$ cat src/rtl/trade_pkg.sv
// Shared types and helpers for the trade order sequencer.
// Holds the FSM state encoding, the order side encoding and saturating-counter helpers.
package trade_pkg;

    typedef enum logic [2:0] {
        IDLE     = 3'd0,
        CONFIRM  = 3'd1,
        ISSUE    = 3'd2,
        WAIT_ACK = 3'd3,
        COOLDOWN = 3'd4
    } ctrl_state_t;

    typedef enum logic {
        SIDE_BUY  = 1'b0,
        SIDE_SELL = 1'b1
    } side_t;

    localparam logic [15:0] FILL_MAX = 16'hFFFF;

    function automatic logic [15:0] sat_inc16(input logic [15:0] v);
        return (v == FILL_MAX) ? v : v + 16'd1;
    endfunction

    function automatic int max3(input int a, input int b, input int c);
        int m;
        m = (a > b) ? a : b;
        return (m > c) ? m : c;
    endfunction

endpackage

$ cat src/rtl/trade_timer.sv
// Loadable, clearable up-counter; raises last when the count equals the supplied limit.
// Priority: reset, clear, load, enable.
module trade_timer #(
    parameter int WIDTH = 8
) (
    input  logic             clk,
    input  logic             rst,
    input  logic             clr,
    input  logic             load,
    input  logic [WIDTH-1:0] load_val,
    input  logic             en,
    input  logic [WIDTH-1:0] limit,
    output logic             last
);

    logic [WIDTH-1:0] count_r;

    // Counter register with synchronous active-low reset.
    always_ff @(posedge clk) begin
        if (!rst) begin
            count_r <= {WIDTH{1'b0}};
        end else if (clr) begin
            count_r <= {WIDTH{1'b0}};
        end else if (load) begin
            count_r <= load_val;
        end else if (en) begin
            count_r <= count_r + WIDTH'(1);
        end
    end

    assign last = (count_r == limit);

endmodule

$ cat src/rtl/trade_order_ctrl.sv
// Order sequencer: debounces strategy signals, enforces the position limit and issues one order
// at a time, then waits for an ack (with timeout) and cools down before re-arming.
module trade_order_ctrl
    import trade_pkg::*;
#(
    parameter int CONFIRM_CYCLES  = 2,
    parameter int COOLDOWN_CYCLES = 16,
    parameter int ACK_TIMEOUT     = 64,
    parameter int MAX_POS         = 3,
    localparam int POS_W          = $clog2(MAX_POS + 1) + 1
) (
    input  logic             clk,
    input  logic             rst,
    input  logic             enable,
    input  logic             kill,
    input  logic             buy_signal,
    input  logic             sell_signal,
    output logic             ord_valid,
    input  logic             ord_ready,
    output logic             ord_side,
    input  logic             ack_valid,
    input  logic             ack_fill,
    output logic [POS_W-1:0] position,
    output logic [15:0]      fill_count,
    output logic             busy,
    output logic             timeout_err
);

    localparam int TMR_W = $clog2(max3(CONFIRM_CYCLES, COOLDOWN_CYCLES, ACK_TIMEOUT) + 1);
    localparam logic signed [POS_W-1:0] POS_MAX = POS_W'(MAX_POS);
    localparam logic signed [POS_W-1:0] POS_MIN = -POS_MAX;

    ctrl_state_t        state_r, next_s;
    side_t              side_r;
    logic               ord_valid_r, busy_r, timeout_err_r;
    logic [POS_W-1:0]   pos_r;
    logic [15:0]        fill_r;

    logic req_buy_s, req_sell_s, buy_ok_s, sell_ok_s, arm_ok_s, start_s, hold_s, hs_s;
    logic t_clr_s, t_load_s, t_en_s, t_last_s;
    logic [TMR_W-1:0] t_limit_s;

    assign req_buy_s  = buy_signal & ~sell_signal;
    assign req_sell_s = sell_signal & ~buy_signal;
    assign buy_ok_s   = req_buy_s & ($signed(pos_r) < POS_MAX);
    assign sell_ok_s  = req_sell_s & ($signed(pos_r) > POS_MIN);
    assign arm_ok_s   = enable & ~kill & ~timeout_err_r;
    assign start_s    = arm_ok_s & (buy_ok_s | sell_ok_s);
    assign hold_s     = arm_ok_s & ((side_r == SIDE_BUY) ? req_buy_s : req_sell_s);
    assign hs_s       = ord_valid_r & ord_ready;

    // Next-state and shared-timer control; the timer is cleared whenever it is not counting.
    always_comb begin
        next_s    = state_r;
        t_en_s    = 1'b0;
        t_load_s  = 1'b0;
        t_limit_s = {TMR_W{1'b0}};
        case (state_r)
            IDLE: begin
                if (start_s) begin
                    if (CONFIRM_CYCLES == 1) begin
                        next_s = ISSUE;
                    end else begin
                        next_s   = CONFIRM;
                        t_load_s = 1'b1;
                    end
                end else begin
                    next_s = IDLE;
                end
            end
            CONFIRM: begin
                t_limit_s = TMR_W'(CONFIRM_CYCLES - 1);
                if (!hold_s) begin
                    next_s = IDLE;
                end else if (t_last_s) begin
                    next_s = ISSUE;
                end else begin
                    t_en_s = 1'b1;
                end
            end
            ISSUE: begin
                if (hs_s) begin
                    next_s = WAIT_ACK;
                end else begin
                    next_s = ISSUE;
                end
            end
            WAIT_ACK: begin
                t_limit_s = TMR_W'(ACK_TIMEOUT - 1);
                if (ack_valid || t_last_s) begin
                    next_s = COOLDOWN;
                end else begin
                    t_en_s = 1'b1;
                end
            end
            COOLDOWN: begin
                t_limit_s = TMR_W'(COOLDOWN_CYCLES - 1);
                if (t_last_s) begin
                    next_s = IDLE;
                end else begin
                    t_en_s = 1'b1;
                end
            end
            default: begin
                next_s = IDLE;
            end
        endcase
        t_clr_s = ~t_en_s & ~t_load_s;
    end

    trade_timer #(.WIDTH(TMR_W)) u_timer (
        .clk      (clk),
        .rst      (rst),
        .clr      (t_clr_s),
        .load     (t_load_s),
        .load_val (TMR_W'(1)),
        .en       (t_en_s),
        .limit    (t_limit_s),
        .last     (t_last_s)
    );

    // FSM state plus all registered outputs.
    always_ff @(posedge clk) begin
        if (!rst) begin
            state_r       <= IDLE;
            side_r        <= SIDE_BUY;
            ord_valid_r   <= 1'b0;
            busy_r        <= 1'b0;
            timeout_err_r <= 1'b0;
            pos_r         <= {POS_W{1'b0}};
            fill_r        <= 16'd0;
        end else begin
            state_r <= next_s;
            busy_r  <= (next_s != IDLE);
            case (state_r)
                IDLE: begin
                    if (start_s) begin
                        side_r <= buy_ok_s ? SIDE_BUY : SIDE_SELL;
                    end
                end
                ISSUE: begin
                    // Valid rises one cycle after entry and is only dropped by the handshake.
                    if (!ord_valid_r) begin
                        ord_valid_r <= 1'b1;
                    end else if (ord_ready) begin
                        ord_valid_r <= 1'b0;
                    end
                end
                WAIT_ACK: begin
                    if (ack_valid && ack_fill) begin
                        pos_r  <= (side_r == SIDE_BUY) ? pos_r + POS_W'(1) : pos_r - POS_W'(1);
                        fill_r <= sat_inc16(fill_r);
                    end else if (!ack_valid && t_last_s) begin
                        timeout_err_r <= 1'b1;
                    end
                end
                default: begin
                end
            endcase
        end
    end

    assign ord_valid   = ord_valid_r;
    assign ord_side    = side_r;
    assign position    = pos_r;
    assign fill_count  = fill_r;
    assign busy        = busy_r;
    assign timeout_err = timeout_err_r;

endmodule

$ cat config.mk
export PLATFORM = sky130hd
export DESIGN_NAME = trade_order_ctrl
export DESIGN_NICKNAME = d
export VERILOG_FILES = /design/src/rtl/trade_pkg.sv /design/src/rtl/trade_timer.sv /design/src/rtl/trade_order_ctrl.sv
export SDC_FILE = /design/constraint.sdc
export NUM_CORES = 1
export LEC_CHECK = 0
export ABC_AREA = 1
export BUFFER_PORTS_ARGS = -buffer_cell sky130_fd_sc_hd__buf_2
export CAP_MARGIN = 20
export CORE_MARGIN = 1.5
export CORE_UTILIZATION = 35
export CTS_CLUSTER_SIZE = 20
export DETAILED_ROUTE_END_ITERATION = 8
export PLACE_DENSITY = 0.57
export SETUP_SLACK_MARGIN = 0.02
export SLEW_MARGIN = 10
export SYNTH_ARGS = -nofsm -noshare
export SYNTH_HDL_FRONTEND = slang
export SYNTH_SLANG_ARGS = --single-unit
export TNS_END_PERCENT = 1
$ cat constraint.sdc
create_clock -name clk -period 2.2 [get_ports clk]
set_input_delay 0.11 -clock clk [delete_from_list [all_inputs] [get_ports clk]]
set_output_delay 0.11 -clock clk [all_outputs]
set_load 0.03 [all_outputs]
==> flow_summary.json, run 1 <==
{
  "status": "completed",
  "p_switching_uw": 246,
  "cts.path.max_buffers": 2,
  "dr.pass1.iters": 4,
  "clock-skew-final_ps": 6.48,
  "numCtsBuffers": 5,
  "synth_xor_area_share_pct": 5.61,
  "netlist_instances": 285,
  "synth_top_family_by_area": "simple AND/OR/NAND/NOR gates",
  "cts_setup_buffers": 0,
  "synth.top_cell.area_share_pct": 35.2,
  "overflow": 0,
  "ys_warn_count": 0,
  "wire_per_inst_um": 10.6,
  "area_growth_pct": 16.5,
  "cp_max_fo": 8,
  "worst_slack_ps": 381,
  "cts_sinks": 33,
  "diodes": 0,
  "via_per_inst": 4.61,
  "seqPwrFrac_pct": 54.4,
  "track_usage_pct": 14.7,
  "muxShareOfSynthArea_pct": 0,
  "synth.most_common_cell": "nand2_1",
  "synth_edf_count": 0,
  "tightest_slew_ps": 553,
  "slew_viol_final": 0,
  "core_region_area_mm2": 0.00514,
  "hold_violations": 0,
  "fin_crit_ps": 1820,
  "clk_pin_slew_ps": 60,
  "antenna_found_initial": 0,
  "ys_ff_latch": 33,
  "route.detailed.drc": 0,
  "cts_tree": "yes",
  "gp_congestion": 0.867,
  "synth_top_area_cell": "dfxtp_1",
  "fmax_mhz": 550,
  "hpwlAfterDp_um": 3130,
  "post_cts_resized": 0,
  "vias": 1793,
  "end_kind": "flop",
  "io_buffers": 31,
  "path_class": "reg2reg",
  "synth_ff_type": "dfxtp_1",
  "hold_class": "in2reg",
  "cap_viol_max_count": 0,
  "grt_max_degree": 20,
  "root_buffer": "clkbuf_8",
  "setup_violations": 0,
  "drt_wl_total_um": 4140,
  "yosys-top-cells-count": "nand2_1 (77), inv_1 (39), dfxtp_1 (33), nor2_1 (28), a21oi_1 (23)",
  "die_y_um": 76.2,
  "start_util_pct": 36.5,
  "fin_crit_sh_pct": 82.7,
  "cp_data_required_time_ps": 2370,
  "rsz0062_at_grt": "false",
  "yosysSeqAreaShare_pct": 35.2,
  "place_ws_ps": 414,
  "power.density_mw_per_mm2": 508,
  "slew-limit-headroom_pct": 62.7,
  "placement_rows": 26,
  "yosys.area_share.simple_pct": 34.6,
  "fillCellCount": 560,
  "p_clk_share_pct": 41.6,
  "sw_frac_of_total_pct": 22.2,
  "synth_area_leaders": "dfxtp_1 (35%), nand2_1 (15%), inv_1 (7.8%), a21oi_1 (6.1%), nor2_1 (5.6%)",
  "worstSetupStartpointType": "flop",
  "grt_pass1_vias": 1570,
  "drive_above_1_share_pct": 15.4,
  "arrival_ps": 1990,
  "drt_iter0_markers": 67,
  "worstSkewPairLatency_ps": 280,
  "ioPinCount": 32,
  "vdd.ir_drop.worst_mv": 0.289,
  "fp.dieArea_mm2": 0.00580,
  "layout.nets": 331,
  "synth-adder-area-share_pct": 2.40,
  "final_antenna_net_count": 0,
  "combPwrFrac_pct": 4.1,
  "synth-compound-area-share_pct": 12.2,
  "ctsHoldBuffers": 0,
  "setup_tns_ps": 0,
  "leakage_nw": 0.947,
  "internal_power_uw": 863,
  "ys_types": 30,
  "async_flop_share_pct": 0,
  "synth.avg_cell_area_um2": 6.58,
  "synthesis.nets": 297,
  "die_w_um": 76.2,
  "synth_area_mm2": 0.00187,
  "grt_pass1_wl_um": 6930,
  "h-tree-depth": 2
}
[routing by layer]
| metal | share of wire, % | GRT usage (%) | routed length, µm | vias up |
|---|---|---|---|---|
| li1 | - | - | - | 970 |
| met2 | 49 | 26.0 | 2030 | 32 |
| met5 | 0 | 0 | 0 | - |
| met4 | 1.2 | 4.44 | 49 | 0 |
| met3 | 4.2 | 4.31 | 173 | 7 |
| met1 | 45 | 17.0 | 1880 | 784 |
[state kept, by name (all words and copies together) (netlist names)]
| register | cells |
|---|---|
| timeout_err | 1 |
| u_timer.count_r | 7 |
| ord_valid | 1 |
| busy | 1 |
| state_r | 3 |
| ord_side | 1 |
| position | 3 |
| fill_count | 16 |
[worst paths after layout]
kind	startpoint	end	slack [ps]	cells past startpoint
max	fill_count[6]$_SDFFE_PN0P_	fill_count[12]$_SDFFE_PN0P_	380	8
min	ord_ready	ord_valid$_SDFFE_PN0P_	150	3
max reg2reg	fill_count[6]$_SDFFE_PN0P_	fill_count[12]$_SDFFE_PN0P_	380	8
min reg2reg	position[2]$_SDFFE_PN0P_	position[2]$_SDFFE_PN0P_	470	1
[logic make-up after synthesis]
family,Yosys count
XOR/XNOR,12
buffers and inverters,47
adder cells (fa/ha/maj),3
AO/OA/AOI/OAI,43
flip-flops,33
AND/OR/NAND/NOR,147
[metrics by stage]
stage                     power [mW]  instance area [µm²]  utilization, %  cells  hold slack (ps)
after CTS                       1.13                 2180            42.5    389              149
after global routing            1.16                 2180            42.5    389              157
after global placement         0.662                 2100            40.8    382              446
final                           1.11                 2180            42.5    389              153
after detailed placement       0.662                 2100            40.8    382              451
after floorplan                0.646                 1870               -    285              290
[power by group through the flow]
stage          registers [mW]  logic, mW  clock network, mW
2_1_floorplan           0.619     0.0271                  0
3_3_place_gp            0.616     0.0460                  0
3_5_place_dp            0.616     0.0460                  0
4_1_cts                 0.602     0.0460              0.478
5_1_grt                 0.603     0.0516              0.509
6_report                0.603     0.0451              0.461
[worst max-delay path: stages (launching register included)]
cell and delay, ps:
dfxtp_1 380, inv_1 100, nor3_1 440, nand4_1 140, nand2_1 190, buf_4 190
nor2_1 50, o21ai_0 160, nor2_1 70
[final cells by class]
type / count / area, µm² / area share [%]
well taps: 70 / 87.6 / 4.01
repair buffers: 32 / 163 / 7.45
clock buffers: 7 / 86.3 / 3.95
flip-flops and latches: 33 / 661 / 30.3
inverters: 42 / 158 / 7.22
multi-input cells: 205 / 1030 / 47.1
[cell usage in the layout, fill, tap and decap left out, types with 2 or more instances in the layout]
cell type and instances:
nand2_1 77, inv_1 39, dfxtp_1 33, buf_2 31, nor2_1 28, a21oi_1 23
nand3_1 19, o21ai_0 17, nor3_1 8, xor2_1 7, clkbuf_8 6, xnor2_1 5
nand4_1 3, nand2_2 2, inv_2 2, nor4_1 2, and3_1 2, ha_1 2
(Power assumes the default switching activity.)
==> run 2: changes to the inputs <==
ABC_AREA = 0   (was 1)
clock period = 1.9 ns   (was 2.2 ns; I/O delays follow)
==> flow_summary.json, run 2 <==
{
  "die_w_um": 73.6,
  "async_flop_share_pct": 0,
  "placement_rows": 25,
  "fp.dieArea_mm2": 0.00542,
  "yosys-top-cells-count": "dfxtp_1 (33), nand2_1 (22), nand3_1 (12), nor2_1 (11)",
  "crit_cells": 5,
  "crit_buf_inv": 0,
  "yosysSeqAreaShare_pct": 37.9,
  "slew-limit-headroom_pct": 66.4,
  "fin_crit_sh_pct": 102,
  "failed_checks": "setup timing",
  "drt_wl_total_um": 3620,
  "cap_viol_max_count": 0,
  "path_class": "reg2reg",
  "end_kind": "flop",
  "synth-adder-area-share_pct": 2.58,
  "cp_max_fo": 6,
  "synth-compound-area-share_pct": 11.1,
  "root_buffer": "clkbuf_8",
  "synth_top_family_by_area": "simple AND/OR/NAND/NOR gates",
  "combPwrFrac_pct": 4.8,
  "seqPwrFrac_pct": 55.5,
  "hold_violations": 0,
  "via_per_inst": 4.89,
  "worstSetupStartpointType": "flop",
  "ys_types": 50,
  "start_util_pct": 36.7,
  "vias": 1535,
  "synth.avg_cell_area_um2": 8.72,
  "synthesis.nets": 212,
  "leakage_nw": 0.951,
  "ys_ff_latch": 33,
  "slowest_delay_ps": 520,
  "ys_warn_count": 0,
  "synth.most_common_cell": "dfxtp_1",
  "cts.path.max_buffers": 2,
  "utilization_pct": 45.3,
  "tightest_slew_ps": 497,
  "setup_violations": 2,
  "place_ws_ps": -40.1,
  "track_usage_pct": 14.2,
  "drt_iter0_markers": 80,
  "grt_pass1_wl_um": 5920,
  "startpoint": "u_timer.count_r[0]$_SDFFE_PP0P_",
  "antenna_found_initial": 0,
  "synth.top_cell.area_share_pct": 37.9,
  "h-tree-depth": 2,
  "cp_data_required_time_ps": 2050,
  "synth_xor_area_share_pct": 7.03,
  "multi_input_area_mm2": 0.00102,
  "worstSkewPairLatency_ps": 280,
  "crit_chain": "or4b_1, o22a_1, a221o_1, mux2i_2, a41oi_2",
  "fillCellCount": 514,
  "timing.rr.start": "u_timer.count_r[0]$_SDFFE_PP0P_",
  "io_buffers": 31,
  "vdd.ir_drop.worst_mv": 0.309,
  "seq_area_um2": 666,
  "final_antenna_net_count": 0,
  "cts_sinks": 33,
  "dr.pass1.iters": 4,
  "muxShareOfSynthArea_pct": 5.74,
  "cpLargestDelayFamily": "compound AO/OA/AOI/OAI gates",
  "wire_per_inst_um": 11.5,
  "synth_edf_count": 0,
  "yosys.area_share.simple_pct": 31.1,
  "mostFrequentLayoutCells": "buf_2 (31), dfxtp_1 (29), nand2_1 (22)",
  "cts_tree": "yes",
  "worst_slack_ps": -33.9,
  "ioPinCount": 32,
  "fin_crit_ps": 1930,
  "power.density_mw_per_mm2": 583,
  "internal_power_uw": 980,
  "p_switching_uw": 276,
  "die_y_um": 73.6,
  "p_clk_share_pct": 39.7,
  "slowest_stage": "or4b_1",
  "rsz0062_at_grt": "true",
  "r2r-end": "busy$_SDFF_PN0_",
  "synth_ff_type": "dfxtp_1",
  "largest_reg_flops": 16,
  "clock-skew-final_ps": 8.43,
  "numCtsBuffers": 5,
  "netlist_instances": 200,
  "overflow": 0,
  "synth_area_mm2": 0.00174,
  "fmax_mhz": 517,
  "slew_viol_final": 0,
  "area_growth_pct": 23.5,
  "drive_above_1_share_pct": 25.5,
  "grt_max_degree": 21,
  "hpwlAfterDp_um": 2810,
  "cp-endpoint": "busy$_SDFF_PN0_",
  "status": "complete, but fails checks",
  "final_common_cell": "buf_2",
  "grt_pass1_vias": 1332,
  "hold_class": "in2reg",
  "route.detailed.drc": 0,
  "layout.nets": 258,
  "sw_frac_of_total_pct": 22.0,
  "reg2reg_slack_ps": -30,
  "gp_congestion": 0.830,
  "arrival_ps": 2090,
  "synth_area_leaders": "dfxtp_1 (38%), mux2i_1 (5.7%), nand2_1 (4.7%), xnor2_1 (3.5%), xor2_1 (3.5%)",
  "r2r_cells": 5,
  "diodes": 0,
  "clk_pin_slew_ps": 60,
  "synth_top_area_cell": "dfxtp_1",
  "core_region_area_mm2": 0.00475
}
==> run 2: worst min path at each step <==
stage	cells past startpoint	slack, ps	start	to
2_1_floorplan	2	250	rst	fill_count[15]$_SDFFE_PN0P_
3_3_place_gp	3	430	ord_ready	ord_valid$_SDFFE_PN0P_
3_5_place_dp	3	430	ord_ready	ord_valid$_SDFFE_PN0P_
4_1_cts	3	130	ord_ready	ord_valid$_SDFFE_PN0P_
5_1_grt	3	170	ord_ready	ord_valid$_SDFFE_PN0P_
6_report	3	130	ord_ready	ord_valid$_SDFFE_PN0P_
==> run 2: cell families after synthesis <==
| kind of cell | count (synthesis) |
|---|---|
| and+or+nand+nor | 98 |
| DFF | 33 |
| AOI/OAI and AO/OA | 25 |
| buffers and inverters | 17 |
| xor gates and xnor gates | 14 |
| muxes | 10 |
| adders and majority gates | 3 |
==> run 2: cell type report <==
cell class / instances / share of cell area, %
clock buffers: 8 / 3.72
inverters: 10 / 1.74
multi-input cells: 150 / 47.3
flip-flops and latches: 33 / 30.9
well taps: 67 / 3.89
repair buffers: 46 / 12.4
==> run 2: repair_timing <==
action | CTS | global route
hold buffers | 0 | 0
setup endpoints to repair | 8 | 20
gates resized for setup | 2 | 1
buffers inserted | 0 | 0
pin swaps | 6 | 2
==> run 2: worst min-delay path, stage by stage <==
cell and delay [ps]:
buf_2 70, nand3_1 80, o211a_1 130
==> run 2: per-stage QoR <==
step	instances	area [µm²]	hold slack [ps]	power (mW)	setup TNS (ps)
2_1_floorplan	200	1760	247	0.751	-20.2
3_3_place_gp	306	2070	427	0.772	0
3_5_place_dp	306	2070	434	0.772	-41.1
4_1_cts	314	2150	129	1.28	-39.8
5_1_grt	314	2150	171	1.31	-834
6_report	314	2150	134	1.26	-36.8
==> run 2: per-layer routing <==
| metal | global-route usage [%] | vias to the layer above | share of wire (%) |
|---|---|---|---|
| met4 | 6.17 | 0 | 1.5 |
| li1 | - | 800 | - |
| met1 | 19.9 | 706 | 53 |
| met5 | 0 | - | 0 |
| met2 | 20.2 | 24 | 42 |
| met3 | 3.70 | 5 | 3.6 |
==> run 2: power groups by stage <==
stage | sequential (mW) | clock, mW | combinational (mW)
after floorplan | 0.715 | 0 | 0.0358
after global placement | 0.712 | 0 | 0.0597
after detailed placement | 0.713 | 0 | 0.0598
after CTS | 0.697 | 0.523 | 0.0607
after global routing | 0.697 | 0.550 | 0.0669
final | 0.697 | 0.498 | 0.0605
